## src/rtl/pipe_stage.sv

```systemverilog
// Valid/ready pipeline register carrying an instruction plus opaque payload, with
// flush-to-bubble and a saturating stall counter. Define PIPE_SKID_EN for the
// two-entry skid build with a registered in_ready.
module pipe_stage #(
   parameter int unsigned       INST_W    = 32,
   parameter int unsigned       PAYLOAD_W = 64,
   parameter logic [INST_W-1:0] NOP_INST  = INST_W'(32'h0000_0013),
   parameter int unsigned       CNT_W     = 16
) (
   input  logic                 clk,
   input  logic                 rst,
   input  logic                 in_valid,
   output logic                 in_ready,
   input  logic [INST_W-1:0]    in_inst,
   input  logic [PAYLOAD_W-1:0] in_payload,
   output logic                 out_valid,
   input  logic                 out_ready,
   output logic [INST_W-1:0]    out_inst,
   output logic [PAYLOAD_W-1:0] out_payload,
   input  logic                 flush,
   output logic [CNT_W-1:0]     stall_cnt
);

   localparam logic [CNT_W-1:0]     CNT_MAX      = {CNT_W{1'b1}};
   localparam logic [PAYLOAD_W-1:0] PAYLOAD_ZERO = {PAYLOAD_W{1'b0}};

   logic                 main_v_q, main_v_d;
   logic [INST_W-1:0]    main_inst_q, main_inst_d;
   logic [PAYLOAD_W-1:0] main_payload_q, main_payload_d;
   logic [CNT_W-1:0]     stall_cnt_q, stall_cnt_d;
   logic                 emit;
   logic                 xfer;

`ifdef PIPE_SKID_EN
   logic                 skid_v_q, skid_v_d;
   logic [INST_W-1:0]    skid_inst_q, skid_inst_d;
   logic [PAYLOAD_W-1:0] skid_payload_q, skid_payload_d;

   assign in_ready = ~skid_v_q;
`else
   assign in_ready = ~main_v_q | out_ready;
`endif

   assign emit = main_v_q & out_ready;
   assign xfer = in_valid & in_ready;

   // The main register always holds NOP_INST / zero payload while empty, so the
   // outputs are taken straight from flops.
   always_comb begin
      main_v_d       = main_v_q;
      main_inst_d    = main_inst_q;
      main_payload_d = main_payload_q;
`ifdef PIPE_SKID_EN
      skid_v_d       = skid_v_q;
      skid_inst_d    = skid_inst_q;
      skid_payload_d = skid_payload_q;
`endif
      if (flush) begin
         main_v_d       = 1'b0;
         main_inst_d    = NOP_INST;
         main_payload_d = PAYLOAD_ZERO;
`ifdef PIPE_SKID_EN
         skid_v_d       = 1'b0;
`endif
      end else if (emit | ~main_v_q) begin
`ifdef PIPE_SKID_EN
         // Skid contents are older than anything on the input, so they go first.
         if (skid_v_q) begin
            main_v_d       = 1'b1;
            main_inst_d    = skid_inst_q;
            main_payload_d = skid_payload_q;
            skid_v_d       = 1'b0;
         end else if (xfer) begin
            main_v_d       = 1'b1;
            main_inst_d    = in_inst;
            main_payload_d = in_payload;
         end else begin
            main_v_d       = 1'b0;
            main_inst_d    = NOP_INST;
            main_payload_d = PAYLOAD_ZERO;
         end
`else
         if (xfer) begin
            main_v_d       = 1'b1;
            main_inst_d    = in_inst;
            main_payload_d = in_payload;
         end else begin
            main_v_d       = 1'b0;
            main_inst_d    = NOP_INST;
            main_payload_d = PAYLOAD_ZERO;
         end
`endif
      end else begin
`ifdef PIPE_SKID_EN
         if (xfer) begin
            skid_v_d       = 1'b1;
            skid_inst_d    = in_inst;
            skid_payload_d = in_payload;
         end else begin
            skid_v_d       = skid_v_q;
         end
`else
         main_v_d = main_v_q;
`endif
      end
   end

   // Stall counter: counts blocked output cycles, saturates, ignores flush.
   always_comb begin
      stall_cnt_d = stall_cnt_q;
      if (main_v_q & ~out_ready & (stall_cnt_q != CNT_MAX)) begin
         stall_cnt_d = stall_cnt_q + CNT_W'(1);
      end else begin
         stall_cnt_d = stall_cnt_q;
      end
   end

   // State registers with synchronous reset.
   always_ff @(posedge clk) begin
      if (rst) begin
         main_v_q       <= 1'b0;
         main_inst_q    <= NOP_INST;
         main_payload_q <= PAYLOAD_ZERO;
         stall_cnt_q    <= {CNT_W{1'b0}};
`ifdef PIPE_SKID_EN
         skid_v_q       <= 1'b0;
         skid_inst_q    <= NOP_INST;
         skid_payload_q <= PAYLOAD_ZERO;
`endif
      end else begin
         main_v_q       <= main_v_d;
         main_inst_q    <= main_inst_d;
         main_payload_q <= main_payload_d;
         stall_cnt_q    <= stall_cnt_d;
`ifdef PIPE_SKID_EN
         skid_v_q       <= skid_v_d;
         skid_inst_q    <= skid_inst_d;
         skid_payload_q <= skid_payload_d;
`endif
      end
   end

   assign out_valid   = main_v_q;
   assign out_inst    = main_inst_q;
   assign out_payload = main_payload_q;
   assign stall_cnt   = stall_cnt_q;

endmodule

```

## config.mk

```make
export PLATFORM = sky130hd
export DESIGN_NAME = pipe_stage
export DESIGN_NICKNAME = d
export VERILOG_FILES = /design/src/rtl/pipe_stage.sv
export SDC_FILE = /design/constraint.sdc
export NUM_CORES = 1
export LEC_CHECK = 0
export CAP_MARGIN = 20
export CORE_ASPECT_RATIO = 0.7
export CORE_MARGIN = 2
export CORE_UTILIZATION = 43
export DETAILED_ROUTE_END_ITERATION = 10
export HOLD_SLACK_MARGIN = 0.05
export PLACE_DENSITY_LB_ADDON = 0.08
export SYNTH_ARGS = -nofsm -noshare
export SYNTH_HDL_FRONTEND = slang
export SYNTH_SLANG_ARGS = --single-unit
```

## constraint.sdc

```tcl
create_clock -name clk -period 4.8 [get_ports clk]
set_input_delay 0.48 -clock clk [delete_from_list [all_inputs] [get_ports clk]]
set_output_delay 0.48 -clock clk [all_outputs]
set_load 0.005 [all_outputs]
```

======== Word level (Yosys, flattened, before mapping) ========
Cells that the tools add are included.
operators by class
  reduce and logical (&&, ||, !) cells .... 1
  bitwise operators ....................... 8
  multiplexer cells ....................... 3
  equality and inequality tests ........... 1
  add/sub/neg operators ................... 1
operators with widths
  cell                     count
  $mux W64                 1
  $mux W32                 1
  $add A16 B1 Y16 const B  1
  $ne A16 B16 Y1 const B   1
  $and A1 B1 Y1            4
  $not A1 Y1               2
  $or A1 B1 Y1             2
  $reduce_or A2 Y1         1
  $mux W1                  1
word-level totals
  word-level logic and storage cells ...... 18
  input port bits ......................... 101
  register bits ........................... 113
  output and inout bits ................... 114

======== Depth between registers and ports, before layout ========
  depth in word-level cells ............... 4
  mapped depth ............................ 7
  depth with buffers taken out ............ 5

======== Least setup slack after synthesis ========
Ideal clock, no wire load.
  path type ............................... flip-flop to flip-flop
  from .................................... reg stall_cnt_q[0] (netlist: stall_cnt[0])
  to ...................................... reg stall_cnt_q[0] (netlist: stall_cnt[0])
  required time ........................... 4.679 ns
  arrival ................................. 1.557 ns
  buffers on the path ..................... 1
  clock period less this slack ............ 1.678 ns
  setup slack ............................. 3.122 ns
  stages on the path, launching flop included .. 7
  library setup time ...................... 0.121 ns
  cells stage by stage .................... dfxtp_1 -> ha_1 -> and2_4 -> and3_4 -> buf_6 -> a21oi_1 -> mux2_2
between the ends
  cells in the longest elaborated chain, start to end .. 2
  elaborated cells between the ends (all ways) .. 3
  classes of those cells .................. add/sub: 1; eq/ne: 1; bitwise: 1
ends and longest elaborated chain
  element                                                                  line  text
  start: declaration                                                       30    logic [CNT_W-1:0] stall_cnt_q, stall_cnt_d;
  start signal: assignment                                                 124   stall_cnt_q <= {CNT_W{1'b0}};
  start signal: assignment                                                 134   stall_cnt_q <= stall_cnt_d;
  parallel branches: the longest is 2 deep, another holds $add A16 B1 Y16  --
Several ways; the timed one is not identified.
A chain may end at the register's enable or synchronous reset.

======== Final worst setup path ========
  from .................................... in out_ready
  to ...................................... reg stall_cnt_q[14] (netlist: stall_cnt[14])
between the ends
  cells in the longest elaborated chain, start to end .. 3
ends and longest elaborated chain
  element                      line  text
  start: declaration           17    input logic out_ready,
  $not A1 Y1                   111   if (main_v_q & ~out_ready & (stall_cnt_q != CNT_MAX)) begin
  $and A1 B1 Y1 (2 in series)  111
No other way between the ends.

==> results.sh <==
export IMPL_setup_tns_ns=0
export IMPL_critPathLaunchType="primary input"
export IMPL_synth_seq_area_share_pct=52.1
export IMPL_cts_setup_buffers=0
export IMPL_worstSkewPairLatency_ns=0.40
export IMPL_hold_class="reg2reg"
export IMPL_synth_area_per_cell_um2=8.19
export IMPL_synth_edf_count=0
export IMPL_async_flop_share_pct=0
export IMPL_slew_headroom_pct=30.7
export IMPL_peakVddDrop_mv=0.300
export IMPL_leakagePower_nw=2.52
export IMPL_hold_viol_final=0
export IMPL_first_global_vias=4048
export IMPL_rsz0062_at_grt="false"
export IMPL_status="finished clean"
export IMPL_cp_end_kind="flip-flop"
export IMPL_synth_top_area_share_pct=52.1
export IMPL_grt_pass1_wl_um=20100
export IMPL_regArea_um2=2260
export IMPL_synth_ff_type="dfxtp_1"
export IMPL_wl_per_cell_um=15.6
export IMPL_ctsResizeCount=0
export IMPL_numPortBuffers=214
export IMPL_synth_area_um2=4340
export IMPL_holdWs_ns=0.448
export IMPL_finalSetupViolCount=0
export IMPL_root_buffer="clkbuf_16"
export IMPL_rr_startpoint="out_valid"
export IMPL_slowest_stage="buf_4"
export IMPL_synth_top_cells_by_area="dfxtp_1, a21oi_1, nand3_1, nand2_1, clkbuf_1"
export IMPL_clk_pin_slew_worst_paths_ns=0.05
export IMPL_post_route_min_period_ns=2.51
export IMPL_final_layout_size_suffix_gt1_share_pct=6.69
export IMPL_min_from="out_payload[5]"
export IMPL_synth_distinct_cells=37
export IMPL_hold_buffers=0
export IMPL_period_share_pct=52.3
export IMPL_ys_ff_latch=113
export IMPL_ios=215
export IMPL_startpoint="out_ready"
export IMPL_n_antenna_cell=0
export IMPL_grt_usage_pct=23.8
export IMPL_finClkSkew_ns=0.00555
export IMPL_synth_top_cell_by_area="dfxtp_1"
export IMPL_syn_num_nets=632
export IMPL_required_ns=5.12
export IMPL_fillers=744
export IMPL_viasPerCell=5.23
export IMPL_path_cells="clkdlybuf4s50_1 -> nor2b_4 -> buf_4 -> nand4_2 -> or4_1 -> a21oi_1"
export IMPL_coreArea_um2=9760
export IMPL_area_growth_syn_to_layout_pct=63.6
export IMPL_power_density_nw_per_um2=351
export IMPL_die_h_um=88.0
export IMPL_antenna_found_initial=0
export IMPL_cts_tree="done"
export IMPL_finalNetCount=821
export IMPL_path_class="in2reg"
export IMPL_clock_sinks=113
export IMPL_h_tree_depth=4
export IMPL_critPathArrivalTime_ns=2.83
export IMPL_drtIter0Drc=340
export IMPL_num_vias=4502
export IMPL_multi_input_area_um2=1870
export IMPL_synth_warnings=0
export IMPL_maxCapViolCount=0
export IMPL_slew_violations=0
export IMPL_path_max_fanout=99
export IMPL_die_w_um=124
export IMPL_critPathMaxStageDelay_ns=0.76
export IMPL_syn_inst=530
export IMPL_drc_errors=0
export IMPL_cts_buffers=17
export IMPL_hpwl_um=8940
export IMPL_r2r_setup_slack_ns=2.40
export IMPL_routed_wl_um=13400
export IMPL_first_pass_iters=5
export IMPL_routabilityCongestion=0.815
export IMPL_grt_max_degree=100
export IMPL_fmax_mhz=398
export IMPL_grt_ovfl_total=0
export IMPL_dieArea_um2=10900
export IMPL_initial_utilization_pct=44.5
export IMPL_ctsLongestPathBuffers=2
export IMPL_worstMarginPinSlew_ns=1.04
export IMPL_rows=30
export IMPL_ant_nets=0
-- metrics by stage --
stage	utilization (%)	cell area [um2]	power, mW	setup slack, ns	instances
6_report	72.7	7100	2.49	2.29	860
5_1_grt	72.7	7100	2.58	2.06	860
4_1_cts	72.7	7100	2.52	2.24	860
3_5_place_dp	66.4	6480	1.21	1.84	828
3_3_place_gp	66.4	6480	1.21	1.88	828
2_1_floorplan	-	4340	1.07	3.12	530
-- cell families (layout without fill, tap and decap cells) --
kind of cell | count (synthesis) | in the layout | synth area share [%]
simple gates | 241 | 241 | 26.8
fa+ha+maj | 1 | 1 | 0.288
compound gates | 120 | 120 | 14.5
mux | 5 | 5 | 1.27
flops | 113 | 113 | 52.1
buf+inv | 50 | 252 | 4.99
-- per-layer routing --
metal	GRT usage (%)	up-vias	share of wire [%]
met5	0	-	0
met4	8.58	0	1.8
met3	9.11	19	9.2
met2	38.1	167	47
met1	29.4	2093	42
li1	-	2223	-
-- area by class of cell --
| type | instances | area share [%] |
|---|---|---|
| clock buffer | 20 | 6.44 |
| inverter | 2 | 0.106 |
| clock inverter | 12 | 2.29 |
| timing repair buffer | 218 | 30.7 |
| multi-input combinational | 367 | 26.3 |
| sequential | 113 | 31.9 |
| tap | 128 | 2.26 |
-- worst paths after layout --
check / to / depth (start not counted)
worst max-delay path: stall_cnt[14] / 6
worst max register to register: stall_cnt[14] / 5
worst min register to register: out_payload[5] / 2
worst min-delay path: out_payload[5] / 2
-- placed cells by master (no fill, tap or decap), types with 2 or more instances in the layout --
cell type	synthesis	routed
clkdlybuf4s50_1	0	213
dfxtp_1	113	113
a21oi_1	105	105
nand2_1	100	100
nand3_1	94	94
clkbuf_16	0	17
nor2_1	11	11
clkinv_2	0	7
o21ai_0	5	5
nand4_1	4	4
and4_1	4	4
or4_1	4	4
o31ai_1	4	4
nor2b_1	5	4
mux2_2	4	4
bufinv_16	0	4
nor3b_1	3	3
or3_1	3	3
nor3_1	3	3
buf_4	0	3
o41ai_1	2	2
and2_1	2	2
clkbuf_8	0	2
-- cells in the mapped netlist, drive strengths merged, types with 3 or more instances --
| library cell | instances |
|---|---|
| and4 | 4 |
| or4 | 4 |
| nor3 | 3 |
| o21ai | 5 |
| a21oi | 105 |
| mux2 | 4 |
| dfxtp | 113 |
| or3 | 3 |
| nand2 | 101 |
| o31ai | 4 |
| nor3b | 3 |
| nand3 | 94 |
| buf | 14 |
| nor2 | 11 |
| clkbuf | 34 |
| nor2b | 5 |
| and2 | 3 |
| nand4 | 6 |
-- state kept, by name (all words and copies together) (netlist names) --
register and count:
out_payload 64, out_valid 1, out_inst 32, stall_cnt 16
-- power breakdown --
group / leakage, nW / switching [mW] / total [mW] / internal, mW
registers: 0.918 / 0.0127 / 0.975 / 0.963
clock network: 0.309 / 0.410 / 1.30 / 0.888
logic: 1.29 / 0.0865 / 0.219 / 0.133
-- worst max-delay path, delay by kind of cell --
kind / cells / cell delay (ns)
AND/OR/NAND/NOR: 3 / 0.98
buffers and inverters: 2 / 1.23
AO/OA/AOI/OAI: 1 / 0.14
(Power assumes the default switching activity.)
